==> src/rtl/pipeline_hazard_unit.sv <==
// Hazard controller for the 5-stage pipeline: scoreboards in-flight instructions after ID and
// derives forwarding selects, WB->ID bypass, load-use stall and branch/jump flush.
module pipeline_hazard_unit #(
  parameter int unsigned ADDR_W         = 5,
  parameter int unsigned DEPTH          = 3,
  parameter int unsigned REDIRECT_STAGE = 2,
  parameter int unsigned CNT_W          = 16
) (
  input  logic                     clk,
  input  logic                     rst,
  input  logic                     id_valid,
  input  logic [ADDR_W-1:0]        id_rs,
  input  logic [ADDR_W-1:0]        id_rt,
  input  logic                     id_uses_rs,
  input  logic                     id_uses_rt,
  input  logic [ADDR_W-1:0]        id_dest,
  input  logic                     id_regwrite,
  input  logic                     id_memread,
  input  logic                     redirect,
  input  logic                     redirect_from_id,
  output logic                     stall,
  output logic                     flush_if_id,
  output logic                     ex_bubble,
  output logic [$clog2(DEPTH)-1:0] fwd_a_sel,
  output logic [$clog2(DEPTH)-1:0] fwd_b_sel,
  output logic                     id_bypass_a,
  output logic                     id_bypass_b,
  output logic [CNT_W-1:0]         stall_count,
  output logic [CNT_W-1:0]         flush_count
);

  localparam int SEL_W = $clog2(DEPTH);

  typedef struct packed {
    logic              valid;
    logic [ADDR_W-1:0] dest;
    logic              regwrite;
    logic              memread;
    logic [ADDR_W-1:0] rs;
    logic [ADDR_W-1:0] rt;
    logic              uses_rs;
    logic              uses_rt;
  } entry_t;

  entry_t sb_q [DEPTH];
  entry_t sb_d [DEPTH];
  entry_t id_entry;

  logic [CNT_W-1:0] stall_cnt_q, stall_cnt_d;
  logic [CNT_W-1:0] flush_cnt_q, flush_cnt_d;

  logic             load_use;
  logic             stall_int;
  logic             flush_sb;
  logic [SEL_W-1:0] fwd_a, fwd_b;

  // Register 0 is hardwired, so it can never be the source of a hazard.
  function automatic logic produces(entry_t e, logic [ADDR_W-1:0] src, logic used);
    return e.valid && e.regwrite && (e.dest != '0) && (e.dest == src) && used;
  endfunction

  always_comb begin
    id_entry          = '0;
    id_entry.valid    = id_valid;
    id_entry.dest     = id_dest;
    id_entry.regwrite = id_regwrite;
    id_entry.memread  = id_memread;
    id_entry.rs       = id_rs;
    id_entry.rt       = id_rt;
    id_entry.uses_rs  = id_uses_rs;
    id_entry.uses_rt  = id_uses_rt;
  end

  always_comb begin
    load_use  = id_valid && sb_q[0].memread &&
                (produces(sb_q[0], id_rs, id_uses_rs) || produces(sb_q[0], id_rt, id_uses_rt));
    stall_int = load_use && !redirect;
    flush_sb  = redirect && !redirect_from_id;
  end

  // Scan oldest to youngest so the youngest matching producer is left in the select.
  // A load one stage ahead cannot have its data yet; the stall keeps that case away.
  always_comb begin
    fwd_a = '0;
    fwd_b = '0;
    for (int k = int'(DEPTH) - 1; k >= 1; k--) begin
      if (!sb_q[k].memread || k >= 2) begin
        if (produces(sb_q[k], sb_q[0].rs, sb_q[0].uses_rs)) fwd_a = SEL_W'(k);
        if (produces(sb_q[k], sb_q[0].rt, sb_q[0].uses_rt)) fwd_b = SEL_W'(k);
      end
    end
    if (!sb_q[0].valid) begin
      fwd_a = '0;
      fwd_b = '0;
    end
  end

  // The scoreboard always shifts; a redirect also kills everything younger than the branch.
  always_comb begin
    if (id_valid && !stall_int && !flush_sb) begin
      sb_d[0] = id_entry;
    end else begin
      sb_d[0] = '0;
    end
    for (int k = 1; k < int'(DEPTH); k++) begin
      sb_d[k] = sb_q[k-1];
      if (flush_sb && k <= int'(REDIRECT_STAGE)) begin
        sb_d[k] = '0;
      end
    end
  end

  always_comb begin
    stall_cnt_d = stall_cnt_q;
    flush_cnt_d = flush_cnt_q;
    if (stall_int && (stall_cnt_q != '1)) stall_cnt_d = stall_cnt_q + CNT_W'(1);
    if (redirect && (flush_cnt_q != '1)) flush_cnt_d = flush_cnt_q + CNT_W'(1);
  end

  always_ff @(posedge clk) begin
    if (!rst) begin
      for (int k = 0; k < int'(DEPTH); k++) begin
        sb_q[k] <= '0;
      end
      stall_cnt_q <= '0;
      flush_cnt_q <= '0;
    end else begin
      for (int k = 0; k < int'(DEPTH); k++) begin
        sb_q[k] <= sb_d[k];
      end
      stall_cnt_q <= stall_cnt_d;
      flush_cnt_q <= flush_cnt_d;
    end
  end

  // Every output is forced low while reset is asserted.
  assign stall       = rst && stall_int;
  assign flush_if_id = rst && redirect;
  assign ex_bubble   = rst && (stall_int || flush_sb);
  assign fwd_a_sel   = rst ? fwd_a : '0;
  assign fwd_b_sel   = rst ? fwd_b : '0;
  assign id_bypass_a = rst && produces(sb_q[DEPTH-1], id_rs, id_uses_rs);
  assign id_bypass_b = rst && produces(sb_q[DEPTH-1], id_rt, id_uses_rt);
  assign stall_count = rst ? stall_cnt_q : '0;
  assign flush_count = rst ? flush_cnt_q : '0;

endmodule

==> config.mk <==
export PLATFORM = sky130hd
export DESIGN_NAME = pipeline_hazard_unit
export DESIGN_NICKNAME = d
export VERILOG_FILES = /design/src/rtl/pipeline_hazard_unit.sv
export SDC_FILE = /design/constraint.sdc
export NUM_CORES = 1
export LEC_CHECK = 0
export BUFFER_PORTS_ARGS = -buffer_cell sky130_fd_sc_hd__buf_2
export CORE_MARGIN = 5
export CORE_UTILIZATION = 50
export DETAILED_ROUTE_END_ITERATION = 8
export GPL_TIMING_DRIVEN = 0
export HOLD_SLACK_MARGIN = 0.15
export PLACE_DENSITY = 0.84
export REMOVE_ABC_BUFFERS = 1
export SLEW_MARGIN = 20
export SYNTH_ARGS = -nofsm -noshare
export SYNTH_HDL_FRONTEND = slang
export SYNTH_SLANG_ARGS = --single-unit
==> constraint.sdc <==
create_clock -name clk -period 4.2 [get_ports clk]
set_input_delay 0.84 -clock clk [delete_from_list [all_inputs] [get_ports clk]]
set_output_delay 0.84 -clock clk [all_outputs]
set_load 0.05 [all_outputs]
==> out/metrics.yaml <==
worst_setup_path:
  ff2ff_path_depth: 6
  critPathLaunchType: "input pin"
  crit_fanout: 39
  crit_chain: "buf_2, clkinv_1, nor3_1, buf_2"
  cp-end-kind: "output pin"
  crit_type: "input pin to output pin"
  critPathSlowestCell: "clkinv_1"
  r2r-start: "sb_q[0][16]"
  cp.required_ps: 3360
  cpPeakStageDelay_ps: 940
  r2r-end: "stall_cnt_q[5]"
  cpMostUsedCell: "buf_2"
  r2r_slack_ps: 1870
  cp.arrival_ps: 2990
pwr:
  power_density_nw_per_um2: 356
  combPwrFrac_pct: 6.2
  leakage_nw: 1.68
  p_int_mw: 1.08
  p_clk_share_pct: 46.9
  seqPwrFrac_pct: 46.9
  p_sw_uw: 325
  swShare_pct: 23.1
  vdd_ir_drop_max_mv: 0.267
  totalPowerFinal_mw: 1.41
grt:
  gr-usage-all-layers_pct: 19.1
  grt_pass1_wl_mm: 13.1
  grt_max_degree: 40
  antenna_found_initial: 0
  grt_overflow_total: 0
  grt_pass1_vias: 2851
drt:
  remaining_drc_errors: 0
  via_count: 2873
  ant_nets: 0
  routed_wl_mm: 7.70
  via_per_inst: 5.49
  post_drt_wl_per_cell_um: 14.7
  drtIter0Drc: 162
  drt_first_pass_iters: 4
cells_and_area:
  antenna_cells: 0
  area_growth_pct: 17.8
  final_cells: 523
  final.fill_count: 531
  nNetsFinal: 467
  layout-drive-gt1-share_pct: 20.2
yosys:
  async_flop_share_pct: 0
  synth_edf_count: 0
  synth_area_leaders: "dfxtp_1 40%, and2_1 12%, xor2_1 7.6%"
  ys_seq_area_share_pct: 40.0
  ys_ff_latch: 67
  avgSynthCellArea_um2: 8.70
  synth.distinct_cells: 39
  synth_area_um2: 3350
  post-synth-top-area-cell: "dfxtp_1"
  yosys_warnings: 0
  ys.flop_type: "dfxtp_1"
  synth_cells: 385
  yosysTopAreaCellShare_pct: 40.0
job:
  cap_violations: 0
placed_design:
  gp_congestion: 0.888
  dpl.hpwl_mm: 5.61
  dp_cells: 507
  dp_slack_ps: 653
  port_buffers: 64
floorplan:
  die_h_um: 91.8
  dieArea_um2: 8440
  die_w_um: 91.8
  core_area_um2: 6420
  initial_core_util_pct: 52.2
  rows: 29
  pin_count: 65
worst_hold_path:
  hp-class: "register to register"
  min_delay_path_depth: 1
  min_to: "sb_q[0][32]"
  worstHoldStart: "sb_q[0][12]"
timing:
  setup_viol: 0
  fin_ws_ps: 374
  relSlewSlack_pct: 35.3
  worstMarginPinSlew_ps: 964
  finalCritPeriodShare_pct: 91.1
  period_minus_slack_ps: 3830
  fin_worst_skew_ps: 7.34
  rsz0062_at_grt: "no"
  timing.hold.ws_ps: 442
  drv_slew: 0
  final-hold-violation-count: 0
  max_freq_mhz: 261
clocking:
  post_cts_buffers: 0
  cts_tree: "yes"
  cts_buffers: 9
  clock_sinks: 67
  clkLatencyLatePin_ps: 350
  root_buffer: "clkbuf_8"
  holdBufCountCts: 0
  clk_pin_slew_ps: 80
  post_cts_resized: 0
  clock_path_buffers: 2
  htree_num_levels: 3
status:
  status: "complete, no violations"
==> stage by stage <==
step           setup TNS, ps  area [um2]  util [%]
6_report                   0        3950      61.4
5_1_grt                    0        3950      61.4
4_1_cts                    0        3950      61.4
3_5_place_dp               0        3700      57.6
3_3_place_gp           -55.4        3680      57.3
2_1_floorplan              0        3260         -
==> worst max path at each step <==
stage	from	endpoint	cells after the start
2_1_floorplan	id_rt[2]	stall	4
3_3_place_gp	id_rt[2]	ex_bubble	7
3_5_place_dp	rst	sb_q[0][18]	5
4_1_cts	rst	stall	4
5_1_grt	rst	stall	4
6_report	rst	stall	4
==> critical path: cells and delay by family <==
kind	cells	cell delay, ps
buffers and inverters	3	1710
AND/OR/NAND/NOR	1	410
==> kinds of logic (layout without fill, tap and decap cells) <==
group                      count (synthesis)  after routing  share of synthesized area (%)
DFF                                       67             67                           40.0
xor gates and xnor gates                  51             51                           13.3
muxes                                      4              4                           1.34
and+or+nand+nor                          194            194                           32.8
AOI/OAI and AO/OA                         43             43                           8.70
adders and majority gates                  2              2                          0.747
buffers and inverters                     24             85                           3.03
==> state kept, by name, summed over array words and instances, names as in the netlist <==
| name | count |
|---|---|
| stall_cnt_q | 16 |
| flush_cnt_q | 16 |
| sb_q | 35 |
==> layer usage <==
layer,track usage (%),routed length [um]
met1,23.8,3500
met3,5.48,396
met5,0,0
met2,31.3,3700
met4,7.55,104
==> synthesized netlist by cell type (5+ instances only) <==
| library cell | instances |
|---|---|
| and4_1 | 5 |
| clkbuf_1 | 15 |
| or4_1 | 10 |
| xnor2_1 | 22 |
| nand4_1 | 11 |
| o31ai_1 | 9 |
| nor4_1 | 11 |
| nor2_1 | 27 |
| dfxtp_1 | 67 |
| or3_1 | 5 |
| nand3_1 | 19 |
| nand2_1 | 18 |
| and2_1 | 66 |
| o21ai_0 | 7 |
| xor2_1 | 29 |
| nor3_1 | 14 |
| a21oi_1 | 15 |
==> area by class of cell <==
type,instances,area (um2),share of cell area [%]
tap,77,96.3,2.44
inverter,4,15.0,0.380
clock buffer,9,124,3.14
clock inverter,7,124,3.14
multi-input combinational,294,1910,48.5
timing repair buffer,65,332,8.40
sequential,67,1340,34.0
==> power by group through the flow <==
stage,Sequential (mW),Clock [mW],Combinational (mW)
5_1_grt,0.661,0.707,0.0969
3_5_place_dp,0.674,0,0.0864
6_report,0.659,0.659,0.0868
4_1_cts,0.659,0.676,0.0872
2_1_floorplan,0.671,0,0.0515
3_3_place_gp,0.673,0,0.0824
==> placed cells by master (no fill, tap or decap), drive strengths merged, types with 3 or more instances in the layout <==
master | Yosys | final
xor2 | 29 | 29
nand4 | 11 | 11
xnor2 | 22 | 22
or3 | 5 | 5
inv | 4 | 5
nand2 | 19 | 19
and4 | 5 | 5
buf | 5 | 65
mux2 | 4 | 4
o31ai | 9 | 9
nand3 | 19 | 19
nor3 | 14 | 14
dfxtp | 67 | 67
a21oi | 15 | 15
o21ai | 7 | 7
nor4 | 12 | 12
nor2 | 27 | 27
and2 | 66 | 66
bufinv | 0 | 3
clkbuf | 15 | 9
or4 | 10 | 10
(Power assumes the default switching activity.)
